[config.mk]
export PLATFORM = sky130hd
export DESIGN_NAME = pipeline_stage_elastic
export DESIGN_NICKNAME = d
export VERILOG_FILES = /design/src/rtl/pipeline_stage_elastic.sv
export SDC_FILE = /design/constraint.sdc
export NUM_CORES = 1
export LEC_CHECK = 0
export BUFFER_PORTS_ARGS = -buffer_cell sky130_fd_sc_hd__buf_2
export CAP_MARGIN = 25
export CORE_MARGIN = 2
export CORE_UTILIZATION = 46
export CTS_BUF_LIST = sky130_fd_sc_hd__clkbuf_4
export CTS_CLUSTER_DIAMETER = 120
export DETAILED_ROUTE_END_ITERATION = 8
export HOLD_SLACK_MARGIN = 0.15
export PLACE_DENSITY = 0.79
export SLEW_MARGIN = 20
export SYNTH_ARGS = -nofsm -noshare
export SYNTH_HDL_FRONTEND = slang
export SYNTH_SLANG_ARGS = --single-unit
[constraint.sdc]
create_clock -name clk -period 3.9 [get_ports clk]
set_clock_uncertainty 0.2 [all_clocks]
set_input_delay 0.39 -clock clk [delete_from_list [all_inputs] [get_ports clk]]
set_output_delay 0.39 -clock clk [all_outputs]
set_load 0.01 [all_outputs]
[src/rtl/pipeline_stage_elastic.sv]
// rtl/pipeline_stage_elastic.sv - elastic pipeline stage register with 2-entry skid buffer
module pipeline_stage_elastic #(
    parameter int unsigned       WIDTH  = 32,
    parameter logic [WIDTH-1:0]  BUBBLE = '0,
    parameter int unsigned       CNT_W  = 16
) (
    input  logic             clk,
    input  logic             reset,
    input  logic             flush,
    input  logic             in_valid,
    output logic             in_ready,
    input  logic [WIDTH-1:0] in_data,
    output logic             out_valid,
    input  logic             out_ready,
    output logic [WIDTH-1:0] out_data,
    output logic [1:0]       occupancy,
    output logic [CNT_W-1:0] stall_cnt
);

    typedef enum logic [1:0] {
        ST_EMPTY = 2'd0,
        ST_ONE   = 2'd1,
        ST_TWO   = 2'd2
    } state_t;

    localparam logic [CNT_W-1:0] CNT_MAX = '1;

    state_t           state_q, state_d;
    logic [WIDTH-1:0] main_q, main_d;
    logic [WIDTH-1:0] skid_q, skid_d;
    logic [CNT_W-1:0] stall_q, stall_d;
    logic             main_v, skid_v, acc, take;

    // main holds the older entry and drives the output; skid only fills when
    // the stage accepts while downstream is not taking
    assign main_v    = (state_q != ST_EMPTY);
    assign skid_v    = (state_q == ST_TWO);
    // ready depends only on local state so stalls never form a combinational ready chain
    assign in_ready  = ~skid_v & ~flush & ~reset;
    assign out_valid = main_v;
    assign out_data  = main_v ? main_q : BUBBLE;
    assign occupancy = {1'b0, main_v} + {1'b0, skid_v};
    assign stall_cnt = stall_q;
    assign acc       = in_valid & in_ready;
    assign take      = main_v & out_ready;

    // next-state and data steering; flush overrides every transition
    always_comb begin
        state_d = state_q;
        main_d  = main_q;
        skid_d  = skid_q;
        if (flush) begin
            state_d = ST_EMPTY;
            main_d  = BUBBLE;
            skid_d  = BUBBLE;
        end else begin
            case (state_q)
                ST_EMPTY: begin
                    if (acc) begin
                        state_d = ST_ONE;
                        main_d  = in_data;
                    end
                end
                ST_ONE: begin
                    if (acc && take) begin
                        main_d = in_data;
                    end else if (acc) begin
                        state_d = ST_TWO;
                        skid_d  = in_data;
                    end else if (take) begin
                        state_d = ST_EMPTY;
                    end
                end
                ST_TWO: begin
                    if (take) begin
                        state_d = ST_ONE;
                        main_d  = skid_q;
                        skid_d  = BUBBLE;
                    end
                end
                default: state_d = ST_EMPTY;
            endcase
        end
    end

    // saturating count of cycles where a valid output is held back
    always_comb begin
        stall_d = stall_q;
        if (main_v && !out_ready && !flush && (stall_q != CNT_MAX)) begin
            stall_d = stall_q + 1'b1;
        end
    end

    // state registers; reset drops every entry at once
    always_ff @(posedge clk or posedge reset) begin
        if (reset) begin
            state_q <= ST_EMPTY;
            main_q  <= BUBBLE;
            skid_q  <= BUBBLE;
            stall_q <= '0;
        end else begin
            state_q <= state_d;
            main_q  <= main_d;
            skid_q  <= skid_d;
            stall_q <= stall_d;
        end
    end

endmodule

==> qor.txt <==
Least-Margin Pin Slew -> 929 ps
R2R cell count -> 4
final HPWL from detailed placement -> 6240 um
slew margin rel. -> 0.380
IO Pins -> 89
Max IR drop VDD -> 172 uV
CTS tree -> yes
routed vias -> 3471
Synth Net Count -> 478
initial antenna violation count -> 0
share of power burned in registers -> 0.557
Hold Crit Start -> out_ready
Area contributors post-synth -> dfrtp_1 48%, nand2_1 12%, mux2_4 11%, and2_1 4.9%, o21ai_0 4.0%
gpl congestion -> 0.833
synth warn -> 0
Clock Root Buffer -> clkbuf_4
global-route wire length before repair -> 15700 um
chip height -> 100 um
wire per inst -> 14.5 um
Total GRT Usage -> 0.196
most frequent cells in the layout -> 132 x nand2_1, 88 x buf_2, 82 x dfrtp_1, 34 x o21ai_0
Area Overhead vs Synth -> 22.6%
Worst EP arrival -> 2160 ps
H-tree levels -> 3
CP endpoint kind -> output port
post-route ant nets -> 0
Worst Hold Depth -> 3
Initial Util -> 0.466
largest net degree at the start of global routing -> 48
syn_area_per_cell -> 9.65 sq um
Iteration-0 DRC Markers -> 195
crit path kind -> register to output port
leading area contributor after synthesis -> dfrtp_1
Syn Std Cell Area -> 4250 sq um
Nets -> 589
post-route cell area -> 5210 sq um
Clock Sinks -> 82
Synth cell types -> 41
type of origin of the critical path -> register
Int Power -> 1290 uW
Synth Register Bits -> 82
WHS Endpoint -> state_q[1]$_DFFE_PP0P_
Tmin final -> 2750 ps
Sw Ratio -> 0.277
full die area -> 10000 sq um
most common cell after layout, fill and taps aside -> nand2_1
Hold Crit Class -> primary input to register
clock buffer depth -> 2
Synth Instances -> 440
Switching Power -> 492 uW
fraction of registers with async set/reset -> 1.00
Logic pwr share -> 0.182
row cnt -> 35
dpl cells -> 617
number of synthesized flops with an enable pin -> 0
final hold vios -> 0
dpl cell area -> 4740 sq um
top cell type's share of synthesized area -> 0.483
vias per cell -> 5.21
Cell Count, Final, Fillers Out -> 666
CTS clk-pin slew, worst paths -> 120 ps
worst skew pair latency -> 410 ps
status -> finished, final reports clean
grt ovf -> 0
CTS Buf Count -> 9
Slew Limit Fails -> 0
Crit Reg-Reg Startpoint -> state_q[1]$_DFFE_PP0P_
reg2reg end -> main_q[20]$_DFFE_PP0P_
drt total wl -> 9660 um
max-cap viol count -> 0
DRC Markers -> 0
antenna cells -> 0
Post-CTS Setup Inserts -> 0
Die W -> 100 um
proportion of layout cells with a drive suffix above 1 -> 0.283
DRT Pass-1 Iters -> 5
vias in the first global route -> 3300
final worst path period share -> 0.705
dominant synthesized flop cell -> dfrtp_1
core area -> 9110 sq um
max frequency -> 0.364 GHz
crit-path max FO -> 34
clock share of power -> 0.261
IO Port Bufs -> 88
pwr dens -> 341 nW/um^2
CP Data Required Time -> 3310 ps
Fin Setup TNS -> 0 ps
fill count -> 791
post-synthesis sequential area ratio -> 0.483
Leak -> 0.00267 uW
final setup vio count -> 0
RSZ-0062 raised after global routing -> false
r2r setup slk -> 1570 ps
## per-layer routing
layer / vias up / GRT usage / wire length, um / share of wire
met5: - / 0 / 0 / 0
met4: 0 / 0.0516 / 123 / 0.013
met1: 1659 / 0.257 / 4200 / 0.43
met2: 122 / 0.328 / 4690 / 0.49
met3: 17 / 0.0494 / 648 / 0.067
li1: 1673 / - / - / -
## metrics by stage
step / hold slack [ps] / power (uW) / util / worst slack (ps)
3_5_place_dp: 270 / 1300 / 0.520 / 1440
4_1_cts: 174 / 1790 / 0.570 / 1110
3_3_place_gp: 260 / 1290 / 0.520 / 1560
6_report: 202 / 1780 / 0.572 / 1150
5_1_grt: 193 / 1880 / 0.572 / 935
2_1_floorplan: 250 / 1200 / - / 1200
## repair_timing
action / in CTS / in global routing
hold buffers: 33 / 0
gates resized for setup: 0 / 0
hold endpoints to repair: 78 / 0
## sequential cells by signal, indices dropped and copies added (netlist names)
| name | cells |
|---|---|
| main_q | 32 |
| skid_q | 32 |
| state_q | 2 |
| stall_cnt | 16 |
## Yosys cell counts, types with 3 or more instances
cell      instances
nand2_1         132
dfrtp_1          82
o21ai_0          34
a21oi_1          33
and2_1           33
mux2_4           30
clkbuf_1         14
xor2_1            8
buf_2             7
mux2_2            6
nand3_1           6
nor2_1            6
nand4_1           5
buf_6             4
nor3_1            4
xnor2_1           4
inv_1             3
## area by class of cell
class	instances	area, sq um	share of cell area
sequential	82	2050	0.394
multi-input combinational	326	2040	0.391
timing repair buffer	128	843	0.162
tap	111	139	0.0267
clock buffer	10	75.1	0.0144
clock inverter	5	46.3	0.00889
inverter	4	16.3	0.00312
## power groups by stage
| stage | Sequential, uW | Combinational (uW) | Clock (uW) |
|---|---|---|---|
| after global routing | 999 | 360 | 519 |
| after floorplan | 996 | 203 | 0 |
| after detailed placement | 1000 | 299 | 0 |
| after global placement | 999 | 289 | 0 |
| final | 990 | 324 | 463 |
| after CTS | 988 | 326 | 479 |
## cells by family (layout without fill, tap and decap cells)
logic type,count (synthesis),count (layout),synth area share
simple gates,204,204,0.231
buf+inv,32,147,0.0383
mux,37,37,0.124
fa+ha+maj,1,1,0.00295
xor+xnor,12,12,0.0247
compound gates,72,72,0.0957
flops,82,82,0.483
## worst max-delay path by stage
stage	endpoint	cells past startpoint	startpoint	slack (ps)
after floorplan	main_q[0]$_DFFE_PP0P_	1	reset	1200
after global placement	skid_q[15]$_DFFE_PP0P_	4	flush	1560
after detailed placement	skid_q[18]$_DFFE_PP0P_	5	flush	1440
after CTS	out_data[23]	4	state_q[0]$_DFFE_PP0P_	1110
after global routing	out_data[18]	4	state_q[0]$_DFFE_PP0P_	930
final	out_data[23]	4	state_q[0]$_DFFE_PP0P_	1150
## critical path: stages (launching register included)
cell	delay (ps)
dfrtp_1	450
nor2_1	300
inv_1	500
and2_1	360
buf_2	140
Power figures use the tool's default switching activity.
